## config.mk

```make
export PLATFORM = sky130hd
export DESIGN_NAME = x_adc_demux_4ch_flat
export DESIGN_NICKNAME = d
export VERILOG_FILES = /design/src/rtl/x_adc_demux_4ch_pkg.sv /design/src/rtl/x_adc_demux_4ch_if.sv /design/src/rtl/x_adc_ch_ptr.sv /design/src/rtl/x_adc_demux_4ch.sv /design/src/flat_wrapper.sv
export SDC_FILE = /design/constraint.sdc
export NUM_CORES = 1
export LEC_CHECK = 0
export CORE_UTILIZATION = 25
export CTS_CLUSTER_SIZE = 28
export DETAILED_ROUTE_END_ITERATION = 12
export PLACE_DENSITY_LB_ADDON = 0.08
export SLEW_MARGIN = 40
export SYNTH_ARGS = -nofsm -noshare
export SYNTH_HDL_FRONTEND = slang
export SYNTH_HIERARCHICAL = 1
export SYNTH_SLANG_ARGS = --single-unit
```

## constraint.sdc

```tcl
create_clock -name clk -period 8.3 [get_ports clk]
set_input_delay 1.66 -clock clk [delete_from_list [all_inputs] [get_ports clk]]
set_output_delay 1.66 -clock clk [all_outputs]
set_load 0.02 [all_outputs]
```

## src/rtl/x_adc_demux_4ch_pkg.sv

```systemverilog
// Shared constants, state encoding and helpers for the x4 ADC de-interleaver.
package x_adc_demux_4ch_pkg;

    localparam int NUM_CH         = 4;
    localparam int IDX_W          = 2;
    // Same default sample width as the x_adc selection mux.
    localparam int DEFAULT_DATA_W = 32;

    typedef enum logic {
        WAIT_SYNC = 1'b0,
        RUN       = 1'b1
    } state_t;

    // One-hot strobe for a channel index.
    function automatic logic [NUM_CH-1:0] ch_onehot(input logic [IDX_W-1:0] idx);
        logic [NUM_CH-1:0] oh;
        oh      = '0;
        oh[idx] = 1'b1;
        return oh;
    endfunction

endpackage

```

## src/rtl/x_adc_demux_4ch_if.sv

```systemverilog
// Serial interleaved sample stream feeding the de-interleaver.
interface x_adc_demux_4ch_if
    import x_adc_demux_4ch_pkg::*;
#(
    parameter int DATA_W = DEFAULT_DATA_W
) ();

    logic [DATA_W-1:0] x_adc;
    logic              x_adc_valid;
    logic              x_adc_sync;

    modport master (output x_adc, output x_adc_valid, output x_adc_sync);
    modport slave  (input  x_adc, input  x_adc_valid, input  x_adc_sync);

endinterface

```

## src/rtl/x_adc_ch_ptr.sv

```systemverilog
// Round-robin channel pointer with sync reload and frame-complete tracking.
module x_adc_ch_ptr
    import x_adc_demux_4ch_pkg::*;
(
    input  logic             clk,
    input  logic             GlobalReset,
    input  logic             adv,          // a sample is being written this cycle
    input  logic             load,         // that sample is forced to channel 0
    output logic [IDX_W-1:0] sel,          // channel the next sample goes to
    output logic [IDX_W-1:0] wr_idx,       // channel the current sample goes to
    output logic             frame_valid
);

    logic [IDX_W-1:0] sel_q;
    logic             frame_ok_q;
    logic             frame_valid_q;

    // Target channel for the current sample: sync overrides the pointer.
    always_comb begin
        wr_idx = load ? '0 : sel_q;
    end

    // Pointer advance, frame tracking and the frame-complete pulse.
    // NOTE: sequential state uses non-blocking assignments so every register
    // samples pre-edge values regardless of statement order.
    always_ff @(posedge clk) begin
        if (GlobalReset) begin
            sel_q         <= '0;
            frame_ok_q    <= 1'b0;
            frame_valid_q <= 1'b0;
        end else begin
            frame_valid_q <= 1'b0;
            if (adv) begin
                sel_q <= load ? IDX_W'(1) : sel_q + IDX_W'(1);
                if (wr_idx == '0) begin
                    // Every channel-0 write (including a resync) starts a fresh frame.
                    frame_ok_q <= 1'b1;
                end else if (wr_idx == IDX_W'(NUM_CH - 1)) begin
                    frame_valid_q <= frame_ok_q;
                    frame_ok_q    <= 1'b0;
                end
            end
        end
    end

    assign sel         = sel_q;
    assign frame_valid = frame_valid_q;

endmodule

```

## src/rtl/x_adc_demux_4ch.sv

```systemverilog
// De-interleaves a serial x4 ADC sample stream into four channel registers.
module x_adc_demux_4ch
    import x_adc_demux_4ch_pkg::*;
#(
    parameter int DATA_W    = DEFAULT_DATA_W,
    parameter bit SYNC_MODE = 1'b1
) (
    input  logic                clk,
    input  logic                GlobalReset,
    x_adc_demux_4ch_if.slave    adc,
    input  logic                err_clear,
    output logic [DATA_W-1:0]   x_adc_0,
    output logic [DATA_W-1:0]   x_adc_1,
    output logic [DATA_W-1:0]   x_adc_2,
    output logic [DATA_W-1:0]   x_adc_3,
    output logic [NUM_CH-1:0]   ch_valid,
    output logic                frame_valid,
    output logic [IDX_W-1:0]    x_adc_select,
    output logic                locked,
    output logic                sync_err
);

    localparam state_t RESET_STATE = SYNC_MODE ? WAIT_SYNC : RUN;

    state_t           state_q, state_d;
    logic             accept, load, resync;
    logic [IDX_W-1:0] sel, wr_idx;

    logic [DATA_W-1:0] hold_q [NUM_CH];
    logic [NUM_CH-1:0] ch_valid_q;
    logic              sync_err_q;

    // Next state and per-sample decisions.
    // NOTE: every output of this block is given a default first so no path
    // leaves one unassigned, which would infer a latch.
    always_comb begin
        state_d = state_q;
        accept  = 1'b0;
        load    = 1'b0;
        resync  = 1'b0;
        case (state_q)
            WAIT_SYNC: begin
                if (adc.x_adc_valid && adc.x_adc_sync) begin
                    accept  = 1'b1;
                    load    = 1'b1;
                    state_d = RUN;
                end
            end
            RUN: begin
                if (adc.x_adc_valid) begin
                    accept = 1'b1;
                    load   = adc.x_adc_sync;
                    resync = adc.x_adc_sync && (sel != '0);
                end
            end
            default: state_d = RESET_STATE;
        endcase
    end

    // State register.
    always_ff @(posedge clk) begin
        if (GlobalReset) state_q <= RESET_STATE;
        else             state_q <= state_d;
    end

    x_adc_ch_ptr u_ptr (
        .clk         (clk),
        .GlobalReset (GlobalReset),
        .adv         (accept),
        .load        (load),
        .sel         (sel),
        .wr_idx      (wr_idx),
        .frame_valid (frame_valid)
    );

    // Holding registers: write the addressed channel, otherwise hold.
    // NOTE: this small register array is reset on purpose so downstream logic
    // never sees undefined samples; larger sample stores would be left unreset.
    always_ff @(posedge clk) begin
        if (GlobalReset) begin
            for (int i = 0; i < NUM_CH; i++) hold_q[i] <= '0;
        end else if (accept) begin
            hold_q[wr_idx] <= adc.x_adc;
        end
    end

    // One-cycle channel write strobe, one-hot or zero.
    always_ff @(posedge clk) begin
        if (GlobalReset) ch_valid_q <= '0;
        else             ch_valid_q <= accept ? ch_onehot(wr_idx) : '0;
    end

    // Sticky misalignment flag; a resync wins over a coincident clear.
    always_ff @(posedge clk) begin
        if (GlobalReset)    sync_err_q <= 1'b0;
        else if (resync)    sync_err_q <= 1'b1;
        else if (err_clear) sync_err_q <= 1'b0;
    end

    assign x_adc_0      = hold_q[0];
    assign x_adc_1      = hold_q[1];
    assign x_adc_2      = hold_q[2];
    assign x_adc_3      = hold_q[3];
    assign ch_valid     = ch_valid_q;
    assign x_adc_select = sel;
    assign locked       = (state_q == RUN);
    assign sync_err     = sync_err_q;

endmodule

```

## src/flat_wrapper.sv

```systemverilog
// flat-port wrapper written by rule: the top's interface ports become plain ports
module x_adc_demux_4ch_flat import x_adc_demux_4ch_pkg::*;
#(
    parameter int DATA_W    = DEFAULT_DATA_W,
    parameter bit SYNC_MODE = 1'b1
)
  (clk, GlobalReset, err_clear, x_adc_0, x_adc_1, x_adc_2, x_adc_3, ch_valid, frame_valid, x_adc_select, locked, sync_err, adc_x_adc, adc_x_adc_valid, adc_x_adc_sync);
  x_adc_demux_4ch_if #(.DATA_W(DATA_W)) adc_i ();
  input  logic clk;
  input  logic GlobalReset;
  input  logic err_clear;
  output logic [DATA_W-1:0] x_adc_0;
  output logic [DATA_W-1:0] x_adc_1;
  output logic [DATA_W-1:0] x_adc_2;
  output logic [DATA_W-1:0] x_adc_3;
  output logic [NUM_CH-1:0] ch_valid;
  output logic frame_valid;
  output logic [IDX_W-1:0] x_adc_select;
  output logic locked;
  output logic sync_err;
  input wire logic [$bits(adc_i.x_adc)-1:0] adc_x_adc;
  input wire logic [$bits(adc_i.x_adc_valid)-1:0] adc_x_adc_valid;
  input wire logic [$bits(adc_i.x_adc_sync)-1:0] adc_x_adc_sync;
  assign adc_i.x_adc = adc_x_adc;
  assign adc_i.x_adc_valid = adc_x_adc_valid;
  assign adc_i.x_adc_sync = adc_x_adc_sync;
  x_adc_demux_4ch #(.DATA_W(DATA_W), .SYNC_MODE(SYNC_MODE)) u_core (.clk(clk), .GlobalReset(GlobalReset), .adc(adc_i), .err_clear(err_clear), .x_adc_0(x_adc_0), .x_adc_1(x_adc_1), .x_adc_2(x_adc_2), .x_adc_3(x_adc_3), .ch_valid(ch_valid), .frame_valid(frame_valid), .x_adc_select(x_adc_select), .locked(locked), .sync_err(sync_err));
endmodule
```

==> reports/metrics.yaml, run 1 <==
timing:
  final_hold_viol_count: 0
  slew_violations: 0
  fin_skew_ps: 9.96
  setup_slack_ps: 4130
  setup_tns_ps: 0
  worst_pin_slew_ps: 776
  period_needed_ps: 4170
  clock.fmax_ghz: 0.240
  fin_crit_sh_pct: 50.2
  timing.slew.headroom_pct: 48.3
  rsz0062_at_grt: "no"
  setup_violations: 0
place:
  placed_area_um2: 7720
  dp_slack_ps: 3470
  dpl.hpwl_um: 10500
  place_congestion: 0.715
  portBuffers: 173
finish:
  num_antenna_cells: 0
  drive_gt1_share_pct: 12.8
  nets: 543
  final_cell_area_um2: 8340
  syn2layout_area_growth_pct: 45.7
global_routing:
  grt_pass1_vias: 3983
  grt_start_max_net_pins: 90
  antenna_found_initial: 0
  grt.total_usage_pct: 14.6
  grt.overflow.total: 0
  grt_pass1_wl_um: 25400
clock_network:
  cts_resized: 0
  hold_buffers: 0
  cts_buffer_depth: 2
  path_clk_slew_ps: 60
  cts_setup_buffers: 0
  cts.sinks: 138
  insertion_delay_ps: 420
  cts_tree: "done"
  cts_inserted_buffers: 17
  root_buffer: "clkbuf_16"
  h-tree-depth: 4
detailed_routing:
  wl_per_cell_um: 20.7
  wl_met3_um: 1110
  drt-met1-wl_um: 7530
  highest_layer: "met4"
  via_count: 3728
  drt_iter0_markers: 236
  drt_first_pass_iters: 4
  met2_length_um: 7690
  drt_wl_total_um: 16500
  ant_nets: 0
  vias_per_cell: 4.68
  drc: 0
power:
  ir_worst_vdd_v: 0.000148
  cellPowerDensity_nw_per_um2: 218
  power.leakage_nw: 2.63
synth:
  synth-simple-area-share_pct: 23.4
  synth-seq-area-share_pct: 70.7
  muxShareOfSynthArea_pct: 0.175
  syn_area_um2: 5720
  synth_xor_area_share_pct: 0
  synth-compound-area-share_pct: 1.25
  yosysWarnings: 6
  syn-num-nets: 385
  ys_ff_latch: 138
  syn_area_per_cell_um2: 16.5
  synth_top_family_by_area: "simple AND/OR/NAND/NOR gates"
  yosysUniqueCellTypes: 29
  netlist_instances: 346
  synth_fa_ha_area_share_pct: 0.437
job:
  max_cap_viol_count: 0
critical_path:
  path_class: "in2reg"
  critical_path_arrival_ps: 4250
  startpoint_type: "primary input"
  crit_fanout: 34
  crit_path_end_kind: "flop"
  crit_required_ps: 8390
die:
  core_um2: 22200
  std_cell_rows: 54
  die_y_um: 153
  die_w_um: 153
  pin_count: 174
  start_util_pct: 25.8
  die_area_um2: 23500
worst_hold_path:
  hold_class: "reg2reg"
status:
  status: "complete, no violations"
==> layer usage <==
layer  global-route usage (%)  vias to the layer above
met4                     3.94                        0
met2                     22.7                      131
met1                     19.0                     1878
li1                         -                     1704
met3                     5.39                       15
met5                        0                        -
==> logic make-up (layout without fill, tap and decap cells) <==
kind of cell    count (synthesis)  in the layout
compound gates                 11             11
buf+inv                        45            216
fa+ha+maj                       2              2
flops                         138            138
mux                             1              1
simple gates                  149            149
==> state kept, by name (all words and copies together) (netlist names) <==
signal / cells
u_core/u_ptr/frame_ok_q: 1
u_core/locked: 1
u_core/sync_err: 1
u_core/u_ptr/sel: 2
u_core/ch_valid: 4
u_core/u_ptr/frame_valid: 1
u_core/hold_q: 128
==> cell type report <==
type                       instances  area [um2]
clock buffer                      19         433
clock inverter                    13         176
fill                            2119       13800
inverter                           4        15.0
multi-input combinational        163        1530
sequential                       138        4040
tap                              280         350
timing repair buffer             180        1790
==> critical path, stage by stage <==
cell and delay (ps):
clkdlybuf4s50_1 560, and2_1 250, nand2b_1 160, inv_1 120, or2_4 450, o31ai_4 600, buf_4 420
==> cells in the mapped netlist <==
cell type	number	area [um2]
a21oi_1	2	10.0
nor2_2	1	6.26
o2111ai_1	1	8.76
edfxtp_1	128	3840
o21ai_0	3	15.0
inv_1	4	15.0
nand4b_1	1	8.76
nand2_1	2	7.51
nand2b_1	5	31.3
nor4b_2	21	315
a211oi_1	1	7.51
clkbuf_1	14	52.6
buf_2	21	105
o31ai_1	3	22.5
buf_6	4	45.0
and2b_1	1	7.51
or2_1	1	6.26
nor2_1	3	11.3
buf_4	2	15.0
mux2i_1	1	10.0
ha_1	2	25.0
nor4b_1	75	657
nor3b_1	32	240
nor2b_4	1	13.8
nand3b_1	1	7.51
o21a_1	1	7.51
dfxtp_1	10	200
and2_1	1	6.26
nor3_1	4	20.0
==> power breakdown <==
group / leakage [nW] / switching, mW / internal, mW
clock: 0.284 / 0.284 / 0.499
sequential: 1.41 / 0.0145 / 0.796
combinational: 0.941 / 0.133 / 0.0921
==> worst paths after layout <==
| check | end | slack (ps) | from | cells past startpoint |
|---|---|---|---|---|
| setup / recovery | u_core/hold_q[0][5] | 4130 | adc_x_adc_valid | 7 |
| hold / removal | u_core/sync_err | 470 | u_core/sync_err | 2 |
| setup reg to reg | u_core/hold_q[2][17] | 5870 | u_core/u_ptr/sel[1] | 5 |
| hold reg to reg | u_core/sync_err | 470 | u_core/sync_err | 2 |
==> layout by cell type, fill, tap and decap left out, types with 3 or more instances in the layout <==
| cell | count |
|---|---|
| clkdlybuf4s50_1 | 173 |
| edfxtp_1 | 128 |
| nor4b_1 | 75 |
| nor3b_1 | 32 |
| nor4b_2 | 21 |
| clkbuf_16 | 17 |
| dfxtp_1 | 10 |
| buf_4 | 5 |
| clkinvlp_4 | 4 |
| bufinv_16 | 4 |
| inv_1 | 4 |
| nor3_1 | 4 |
| nand2b_4 | 3 |
| o31ai_4 | 3 |
| nor2_1 | 3 |
==> stage by stage <==
stage          power [mW]  hold WS (ps)  std cells  util (%)
2_1_floorplan       0.937           447        346         -
3_3_place_gp         1.05           464        765      34.8
3_5_place_dp         1.05           461        765      34.9
4_1_cts              1.84           475        797      37.6
5_1_grt              1.89           509        797      37.6
6_report             1.82           472        797      37.6
Power figures use the tool's default switching activity.
==> inputs of run 2 (changes only) <==
==> constraint.sdc (replaced) <==
create_clock -name clk -period 4.29 [get_ports clk]
set_input_delay 0.858 -clock clk [delete_from_list [all_inputs] [get_ports clk]]
set_output_delay 0.858 -clock clk [all_outputs]
set_load 0.02 [all_outputs]
==> reports/metrics.yaml, run 2 (synthesis gave the netlist of run 1 again) <==
status:
  status: "complete, no violations"
critical_path:
  crit_path_end_kind: "flop"
  startpoint_type: "primary input"
  crit_required_ps: 4400  # -3990 ps
  critical_path_arrival_ps: 2980  # -1270 ps
  path_class: "in2reg"
  crit_fanout: 23  # -32%
clock_network:
  cts_inserted_buffers: 17  # unchanged
  path_clk_slew_ps: 60  # about the same
  root_buffer: "clkbuf_16"
  cts_setup_buffers: 0  # unchanged
  insertion_delay_ps: 410  # about the same
  cts_buffer_depth: 2  # unchanged
  cts.sinks: 138  # unchanged
  hold_buffers: 0  # unchanged
  cts_resized: 0  # unchanged
  cts_tree: "done"
  h-tree-depth: 4  # unchanged
finish:
  nFillCells: 2141  # +1.0%
  largest_register_ffs: 128  # unchanged
  regMostFlops: "u_core/hold_q"
  final_cell_area_um2: 8330  # -0.11%
  regArea_um2: 4040  # unchanged
  final_util_pct: 37.6  # -0.040 points
  num_antenna_cells: 0  # unchanged
  multi_input_area_um2: 1520  # -0.82%
  syn2layout_area_growth_pct: 45.6
  nets: 548  # +0.92%
  final_common_cell: "clkdlybuf4s50_1"
  final_cell_mix: "clkdlybuf4s50_1, edfxtp_1, nor4b_1"
  drive_gt1_share_pct: 13.6  # +0.84 points
die:
  die_area_um2: 23500  # unchanged
  core_um2: 22200  # unchanged
  pin_count: 174  # unchanged
  start_util_pct: 25.8  # unchanged
  die_y_um: 153  # unchanged
  std_cell_rows: 54  # unchanged
  die_w_um: 153  # unchanged
power:
  power.leakage_nw: 2.65  # +0.39%
  cellPowerDensity_nw_per_um2: 406  # +86%
  ir_worst_vdd_v: 0.000235  # +59%
place:
  placed_area_um2: 7770  # +0.62%
  portBuffers: 173  # unchanged
  place_congestion: 0.695  # -2.8%
  dpl.hpwl_um: 10100  # -3.5%
timing:
  final_hold_viol_count: 0  # unchanged
  clock.fmax_ghz: 0.348
  setup_violations: 0  # unchanged
  holdWs_ps: 477  # +4.96 ps
  worst_pin_slew_ps: 800  # +24.2 ps
  fin_crit_sh_pct: 66.9
  slew_violations: 0  # unchanged
  rsz0062_at_grt: "no"
  timing.slew.headroom_pct: 46.6  # -1.6 points
  setup_tns_ps: 0  # unchanged
  period_needed_ps: 2870
  fin_skew_ps: 6.31  # -3.66 ps
global_routing:
  grt.total_usage_pct: 14.2  # -0.32 points
  grt_pass1_wl_um: 25000  # -1.7%
  grt_pass1_vias: 4035  # +1.3%
  antenna_found_initial: 0  # unchanged
  grt_start_max_net_pins: 68  # -24%
  grt.overflow.total: 0  # unchanged
job:
  max_cap_viol_count: 0  # unchanged
detailed_routing:
  wl_per_cell_um: 20.2  # -2.5%
  drc: 0  # unchanged
  via_count: 3791  # +1.7%
  vias_per_cell: 4.73  # +1.1%
  ant_nets: 0  # unchanged
  drt_iter0_markers: 264  # +12%
  drt_wl_total_um: 16200  # -1.8%
  drt_first_pass_iters: 4  # unchanged
worst_hold_path:
  hold_class: "reg2reg"
-- run 2: area by class of cell --
cell class / instances / area share (%)
clock buffer: 26 / 6.25
clock inverter: 6 / 0.451
inverter: 4 / 0.180
multi-input combinational: 163 / 18.2
sequential: 138 / 48.6
tap: 280 / 4.21
timing repair buffer: 185 / 22.2
-- run 2: where the power goes --
group | leakage, nW | internal (mW) | switching (mW)
Combinational | 0.967 | 0.182 | 0.258
Clock | 0.267 | 0.833 | 0.543
Sequential | 1.41 | 1.54 | 0.0243
-- run 2: final timing paths --
check	from	end	slack [ps]	depth (start not counted)
max	adc_x_adc_sync	u_core/hold_q[1][21]	1420	7
min	u_core/u_ptr/frame_ok_q	u_core/u_ptr/frame_valid	480	2
max reg2reg	u_core/locked	u_core/hold_q[0][14]	2370	4
min reg2reg	u_core/u_ptr/frame_ok_q	u_core/u_ptr/frame_valid	480	2
-- run 2: layer usage --
layer	vias to the layer above	wire length, um	GRT usage [%]
met2	124	7640	22.5
li1	1714	-	-
met5	-	0	0
met3	14	1260	5.64
met1	1939	7100	17.7
met4	0	212	4.71
-- run 2: through the flow --
stage	worst slack [ps]	total power, mW	instances
after floorplan	138	1.81	346
after global placement	1020	2.04	770
after detailed placement	977	2.04	770
after CTS	1420	3.43	802
after global routing	1240	3.51	802
final	1420	3.38	802
-- run 2: worst max-delay path, cell delays in order --
cell	delay, ps
clkdlybuf4s50_1	560
and2_1	250
nand2b_1	160
inv_1	90
nand2b_2	220
o31ai_4	560
buf_12	270
